--- src/rtl/ram_arbiter_2p_if.sv ---
// Requester-side bundle for ram_arbiter_2p: two req/ack transaction ports
// with per-port read data return.
interface ram_arbiter_2p_if #(
    parameter int ADDR_WIDTH = 2,
    parameter int DATA_WIDTH = 4
);
    logic                  req0;
    logic                  req1;
    logic                  we0;
    logic                  we1;
    logic [ADDR_WIDTH-1:0] addr0;
    logic [ADDR_WIDTH-1:0] addr1;
    logic [DATA_WIDTH-1:0] wdata0;
    logic [DATA_WIDTH-1:0] wdata1;
    logic                  ack0;
    logic                  ack1;
    logic [DATA_WIDTH-1:0] rdata0;
    logic [DATA_WIDTH-1:0] rdata1;

    modport master (
        output req0, req1, we0, we1, addr0, addr1, wdata0, wdata1,
        input  ack0, ack1, rdata0, rdata1
    );

    modport slave (
        input  req0, req1, we0, we1, addr0, addr1, wdata0, wdata1,
        output ack0, ack1, rdata0, rdata1
    );
endinterface

--- src/rtl/ram_arbiter_2p.sv ---
// Round-robin arbiter/sequencer serialising two requesters onto one
// single-port RAM with a registered read (write when ram_sel=1).
module ram_arbiter_2p #(
    parameter int ADDR_WIDTH = 2,
    parameter int DATA_WIDTH = 4
) (
    input  logic                  clk,
    input  logic                  rst,
    ram_arbiter_2p_if.slave       bus,
    output logic                  ram_sel,
    output logic [ADDR_WIDTH-1:0] ram_addr,
    output logic [DATA_WIDTH-1:0] ram_din,
    input  logic [DATA_WIDTH-1:0] ram_dout
);
    typedef enum logic [1:0] {
        IDLE   = 2'd0,
        ACCESS = 2'd1,
        DONE   = 2'd2
    } state_t;

    state_t                state_r;
    logic                  last_grant_r;
    logic                  gnt_r;
    logic                  we_r;
    logic [ADDR_WIDTH-1:0] addr_r;
    logic [DATA_WIDTH-1:0] wdata_r;
    logic                  ack0_r;
    logic                  ack1_r;
    logic [DATA_WIDTH-1:0] rdata0_r;
    logic [DATA_WIDTH-1:0] rdata1_r;

    logic                  elig0_s;
    logic                  elig1_s;
    logic                  any_s;
    logic                  pick_s;
    logic                  nxt_we_s;
    logic [ADDR_WIDTH-1:0] nxt_addr_s;
    logic [DATA_WIDTH-1:0] nxt_wdata_s;

    // Eligibility, round-robin pick and the fields of the picked port.
    always_comb begin
        elig0_s = bus.req0 & ~ack0_r;
        elig1_s = bus.req1 & ~ack1_r;
        any_s   = elig0_s | elig1_s;
        if (elig0_s && elig1_s) begin
            pick_s = ~last_grant_r;
        end else begin
            pick_s = elig1_s;
        end
        if (pick_s) begin
            nxt_we_s    = bus.we1;
            nxt_addr_s  = bus.addr1;
            nxt_wdata_s = bus.wdata1;
        end else begin
            nxt_we_s    = bus.we0;
            nxt_addr_s  = bus.addr0;
            nxt_wdata_s = bus.wdata0;
        end
    end

    // Sequencer FSM with latched transaction fields and registered ack/rdata.
    always_ff @(posedge clk) begin
        if (rst) begin
            state_r      <= IDLE;
            last_grant_r <= 1'b1;
            gnt_r        <= 1'b0;
            we_r         <= 1'b0;
            addr_r       <= '0;
            wdata_r      <= '0;
            ack0_r       <= 1'b0;
            ack1_r       <= 1'b0;
            rdata0_r     <= '0;
            rdata1_r     <= '0;
        end else begin
            ack0_r <= 1'b0;
            ack1_r <= 1'b0;
            case (state_r)
                IDLE: begin
                    if (any_s) begin
                        gnt_r        <= pick_s;
                        last_grant_r <= pick_s;
                        we_r         <= nxt_we_s;
                        addr_r       <= nxt_addr_s;
                        wdata_r      <= nxt_wdata_s;
                        state_r      <= ACCESS;
                    end
                end
                ACCESS: begin
                    state_r <= DONE;
                end
                DONE: begin
                    // ram_dout now holds the registered read from ACCESS.
                    if (gnt_r) begin
                        ack1_r <= 1'b1;
                        if (!we_r) begin
                            rdata1_r <= ram_dout;
                        end
                    end else begin
                        ack0_r <= 1'b1;
                        if (!we_r) begin
                            rdata0_r <= ram_dout;
                        end
                    end
                    state_r <= IDLE;
                end
                default: begin
                    state_r <= IDLE;
                end
            endcase
        end
    end

    // The RAM writes on every edge with sel high, so qualify by state.
    assign ram_sel    = (state_r == ACCESS) && we_r;
    assign ram_addr   = addr_r;
    assign ram_din    = wdata_r;
    assign bus.ack0   = ack0_r;
    assign bus.ack1   = ack1_r;
    assign bus.rdata0 = rdata0_r;
    assign bus.rdata1 = rdata1_r;
endmodule

--- src/flat_wrapper.sv ---
// flat-port wrapper written by rule: the top's interface ports become plain ports
module ram_arbiter_2p_flat 
#(
    parameter int ADDR_WIDTH = 2,
    parameter int DATA_WIDTH = 4
)
  (clk, rst, ram_sel, ram_addr, ram_din, ram_dout, bus_req0, bus_req1, bus_we0, bus_we1, bus_addr0, bus_addr1, bus_wdata0, bus_wdata1, bus_ack0, bus_ack1, bus_rdata0, bus_rdata1);
  ram_arbiter_2p_if #(.ADDR_WIDTH(ADDR_WIDTH), .DATA_WIDTH(DATA_WIDTH)) bus_i ();
  input  logic clk;
  input  logic rst;
  output logic ram_sel;
  output logic [ADDR_WIDTH-1:0] ram_addr;
  output logic [DATA_WIDTH-1:0] ram_din;
  input  logic [DATA_WIDTH-1:0] ram_dout;
  input wire logic [$bits(bus_i.req0)-1:0] bus_req0;
  input wire logic [$bits(bus_i.req1)-1:0] bus_req1;
  input wire logic [$bits(bus_i.we0)-1:0] bus_we0;
  input wire logic [$bits(bus_i.we1)-1:0] bus_we1;
  input wire logic [$bits(bus_i.addr0)-1:0] bus_addr0;
  input wire logic [$bits(bus_i.addr1)-1:0] bus_addr1;
  input wire logic [$bits(bus_i.wdata0)-1:0] bus_wdata0;
  input wire logic [$bits(bus_i.wdata1)-1:0] bus_wdata1;
  output wire logic [$bits(bus_i.ack0)-1:0] bus_ack0;
  output wire logic [$bits(bus_i.ack1)-1:0] bus_ack1;
  output wire logic [$bits(bus_i.rdata0)-1:0] bus_rdata0;
  output wire logic [$bits(bus_i.rdata1)-1:0] bus_rdata1;
  assign bus_i.req0 = bus_req0;
  assign bus_i.req1 = bus_req1;
  assign bus_i.we0 = bus_we0;
  assign bus_i.we1 = bus_we1;
  assign bus_i.addr0 = bus_addr0;
  assign bus_i.addr1 = bus_addr1;
  assign bus_i.wdata0 = bus_wdata0;
  assign bus_i.wdata1 = bus_wdata1;
  assign bus_ack0 = bus_i.ack0;
  assign bus_ack1 = bus_i.ack1;
  assign bus_rdata0 = bus_i.rdata0;
  assign bus_rdata1 = bus_i.rdata1;
  ram_arbiter_2p #(.ADDR_WIDTH(ADDR_WIDTH), .DATA_WIDTH(DATA_WIDTH)) u_core (.clk(clk), .rst(rst), .bus(bus_i), .ram_sel(ram_sel), .ram_addr(ram_addr), .ram_din(ram_din), .ram_dout(ram_dout));
endmodule
--- config.mk ---
export PLATFORM = sky130hd
export DESIGN_NAME = ram_arbiter_2p_flat
export DESIGN_NICKNAME = d
export VERILOG_FILES = /design/src/rtl/ram_arbiter_2p_if.sv /design/src/rtl/ram_arbiter_2p.sv /design/src/flat_wrapper.sv
export SDC_FILE = /design/constraint.sdc
export NUM_CORES = 1
export LEC_CHECK = 0
export BUFFER_PORTS_ARGS = -buffer_cell sky130_fd_sc_hd__buf_2
export CAP_MARGIN = 20
export CORE_MARGIN = 3
export CORE_UTILIZATION = 45
export CTS_CLUSTER_DIAMETER = 200
export DETAILED_ROUTE_END_ITERATION = 12
export PLACE_DENSITY = 0.81
export SYNTH_ARGS = -nofsm -noshare
export SYNTH_HDL_FRONTEND = slang
export SYNTH_SLANG_ARGS = --single-unit
--- constraint.sdc ---
create_clock -name clk -period 1.4 [get_ports clk]
set_input_delay 0.35 -clock clk [delete_from_list [all_inputs] [get_ports clk]]
set_output_delay 0.35 -clock clk [all_outputs]
set_load 0.05 [all_outputs]
* After elaboration in Yosys (flattened, before gate mapping) *
Cells that the tools add are included.
W data, S select, Z words.

cells by class
  eq/ne operators = 3
  muxes and demuxes = 8
  bitwise gates (word level) = 9
  reductions and logical operators = 7

operators by type and width
  operator              number
  $not A1 Y1            6
  $reduce_and A3 Y1     2
  $mux W1               4
  $mux W2               2
  $mux W4               1
  $pmux W2 S2           1
  $and A1 B1 Y1         2
  $eq A2 B1 Y1 const B  1
  $eq A2 B2 Y1 const B  1
  $logic_and A1 B1 Y1   2
  $logic_not A2 Y1      1
  $ne A2 B1 Y1 const B  1
  $reduce_and A2 Y1     1
  $reduce_or A2 Y1      1
  $or A1 B1 Y1          1

word-level totals
  register bits = 21
  input port bits = 22
  output and inout bits = 17

* Logic depth before layout (Yosys ltp) *
  depth after elaboration = 5
  gate-level depth with buffers = 5

* Least setup slack after synthesis *
Ideal clock, no wire load.

  path kind = register to register
  start = register u_core.ack1_r, in the netlist u_core.bus.ack1
  end = register u_core.wdata_r[1], in the netlist u_core.ram_din[1]
  library setup time = 0.079 ns
  arrival = 1.439 ns
  data required time = 1.321 ns
  slack = -0.118 ns
  stages on the path, launching flop included = 6
  path buffers = 1
  period minus slack after synthesis = 1.518 ns
  cell sequence = dfxtp_1 > nand2b_4 > o21ba_4 > buf_6 > mux2i_1 > a211oi_2

on the way
  longest elaborated chain between the ends = 5
  elaborated cells on any way between the ends = 7
  classes of those cells = mux: 2; bitwise: 3; reduce/logical: 2

RTL lines
  element                 RTL line              text
  start, declared         ram_arbiter_2p.sv:28  logic ack1_r;
  start signal, assigned  ram_arbiter_2p.sv:71  ack1_r <= 1'b0;
  start signal, assigned  ram_arbiter_2p.sv:76  ack1_r <= 1'b0;
  start signal, assigned  ram_arbiter_2p.sv:94  ack1_r <= 1'b1;
  $not A1 Y1 *            ram_arbiter_2p.sv:43  elig1_s = bus.req1 & ~ack1_r;
  $and A1 B1 Y1 *         ram_arbiter_2p.sv:43
  $logic_and A1 B1 Y1     ram_arbiter_2p.sv:45  if (elig0_s && elig1_s) begin
  $mux W1                 ram_arbiter_2p.sv:45
  $mux W4                 ram_arbiter_2p.sv:50  if (pick_s) begin
  end signal, assigned    ram_arbiter_2p.sv:84  wdata_r <= nxt_wdata_s;
  end, declared           ram_arbiter_2p.sv:26  logic [DATA_WIDTH-1:0] wdata_r;

Mark *: on every way between the ends. The rest lies on a longest branch, timed or not.
A chain may end at the register's enable or synchronous reset.

* Worst setup path in the final report *
  start = register u_core.state_r[1]
  end = output ram_sel

on the way
  longest elaborated chain between the ends = 2

RTL lines
  element                 RTL line               text
  start, declared         ram_arbiter_2p.sv:21   state_t state_r;
  start signal, assigned  ram_arbiter_2p.sv:64   state_r <= IDLE;
  start signal, assigned  ram_arbiter_2p.sv:85   state_r <= ACCESS;
  start signal, assigned  ram_arbiter_2p.sv:89   state_r <= DONE;
  $eq A2 B1 Y1            ram_arbiter_2p.sv:114  assign ram_sel = (state_r == ACCESS) && we_r;
  $logic_and A1 B1 Y1     ram_arbiter_2p.sv:114
  end, declared           flat_wrapper.sv:11     output logic ram_sel;

No other way between the ends.

==> flow_metrics.env <==
export IMPL_gp_congestion=0.691
export IMPL_dr_pass1_iters=4
export IMPL_synth_cell_types=23
export IMPL_die_area_um2=2570
export IMPL_slew_headroom=0.687
export IMPL_finalSetupViolations=0
export IMPL_grt_pass1_wl_um=3160
export IMPL_path_clk_slew_ns=0.10
export IMPL_avgViaCountPerCell=5.07
export IMPL_syn_nets=101
export IMPL_tightest_slew_ns=0.468
export IMPL_finalCriticalPeriod_ns=1.39
export IMPL_rows=15
export IMPL_maxSlewViolCount=0
export IMPL_powerDensity_nw_per_um2=1080
export IMPL_syn_cell_area_um2=897
export IMPL_io_pins=39
export IMPL_drc=0
export IMPL_diodes=0
export IMPL_port_buffers=38
export IMPL_grt_ovfl_total=0
export IMPL_min_path_type="in2reg"
export IMPL_ys_warnings_count=0
export IMPL_layout_common_cells="buf_2 (37), dfxtp_1 (16), mux2i_1 (15)"
export IMPL_cts_tree="built"
export IMPL_antenna_found_initial=0
export IMPL_synth_cells=79
export IMPL_clk_latency_ns=0.29
export IMPL_root_buffer="clkbuf_4"
export IMPL_startpoint_type="register"
export IMPL_hold_viol=0
export IMPL_die_h_um=50.7
export IMPL_drt_iter0_markers=16
export IMPL_hpwl_um=1460
export IMPL_numCtsBuffers=3
export IMPL_grt_busiest_layer="met2"
export IMPL_clock_skew_ns=0.00867
export IMPL_grt_util_met1=0.185
export IMPL_ys_seq_elements=21
export IMPL_grt_use_met3=0.0208
export IMPL_synth_avg_cell_area_um2=11.4
export IMPL_cp_arrival_ns=1.04
export IMPL_final_common_cell="buf_2"
export IMPL_start_util=0.498
export IMPL_fmax_mhz=722
export IMPL_die_w_um=50.7
export IMPL_ir_drop_uv=706
export IMPL_yosysSeqAreaShare=0.469
export IMPL_track_usage=0.161
export IMPL_grt_start_max_net_pins=19
export IMPL_area_growth_pct=39.5
export IMPL_met2_usage=0.302
export IMPL_htree_levels=1
export IMPL_clock_path_buffers=2
export IMPL_p_total_uw=1350
export IMPL_status="complete, no violations"
export IMPL_vias=761
export IMPL_period_share=0.989
export IMPL_endpoint_kind="output pin"
export IMPL_wl_um=2230
export IMPL_rsz0062_at_grt="true"
export IMPL_final_core_util=0.694
export IMPL_critical_path_class="reg2out"
export IMPL_avgRoutedWirePerCell_um=14.8
export IMPL_core_area_um2=1800
export IMPL_ant_nets=0
export IMPL_fin_nets=148
export IMPL_drv_cap=0
export IMPL_numClockSinks=21
export IMPL_drive_above_1_share=0.520
export IMPL_path_max_fanout=2
export IMPL_cp_required_ns=1.05
export IMPL_grt_pass1_vias=723
export IMPL_leakage_uw=0.000567
-- layer usage --
layer	share of wire	routed length (um)
met1	0.39	871
met2	0.55	1230
met3	0.040	88
met4	0.016	36
met5	0	0
-- through the flow --
step,setup WS (ns),hold slack [ns],instances,cell area (um2),TNS [ns]
floorplan,0.0652,0.415,79,900,0
global placement,0.107,0.470,140,1120,0
detailed placement,0.0848,0.483,140,1120,0
CTS,0.00132,0.303,146,1180,0
global route,-0.0368,0.315,150,1250,-0.150
finish,0.0147,0.313,150,1250,0
-- registers in the layout, summed over array words and instances, names as in the netlist, 2 cells and up --
signal and cells:
u_core.bus.rdata1 4, u_core.bus.rdata0 4, u_core.state_r 2, u_core.ram_din 4, u_core.ram_addr 2
-- report_power, final --
group	leakage [uW]	switching, uW	internal [uW]
registers	0.000175	24.1	638
logic	0.000377	228	175
clock network	0.0000150	169	111
total	0.000567	422	923
-- cell type report --
cell class	instances	area, um2
fillers	151	551
well taps	25	31.3
flip-flops and latches	21	434
repair buffers	46	315
inverters	2	7.51
multi-input cells	52	437
clock buffers	4	26.3
-- worst paths after layout --
path | start | endpoint | slack (ns) | cells after the start
hold / removal | ram_dout[3] | u_core.bus.rdata0[3] | 0.31 | 3
setup reg to reg | u_core.state_r[0] | u_core.gnt_r | 0.02 | 7
hold reg to reg | u_core.bus.rdata0[3] | u_core.bus.rdata0[3] | 0.50 | 2
setup / recovery | u_core.state_r[1] | ram_sel | 0.01 | 2
-- worst max-delay path, stage by stage (launching register included) --
cell and delay, ns:
dfxtp_4 0.36, and3b_2 0.25, buf_8 0.14
-- synthesized netlist by cell type, drive strengths merged --
cell,instances,area (um2)
a211oi,3,45.0
buf,4,32.5
a21oi,6,33.8
mux2i,15,150
o21ai,5,25.0
nor3b,1,7.51
and2,1,6.26
inv,2,7.51
and4bb,2,25.0
nand2,1,6.26
and3b,1,10.0
o21ba,1,16.3
nor2,10,37.5
dfxtp,21,420
o211ai,1,7.51
nor4b,2,32.5
nand2b,3,33.8
-- timing repair --
item,in CTS,in global routing
buffers inserted,2,2
gates resized for setup,8,4
endpoints found under the setup margin,1,2
pin swaps,0,3
hold buffers,0,0
cloned,0,2
-- cell families (layout without fill, tap and decap cells) --
logic type,Yosys count,in the layout,share of synthesized area
multiplexers,15,15,0.167
AND/OR/NAND/NOR,21,21,0.177
AO/OA/AOI/OAI,16,16,0.142
flip-flops,21,21,0.469
buffers and inverters,6,52,0.0446
Note: power is estimated with default switching activity, not from simulation.
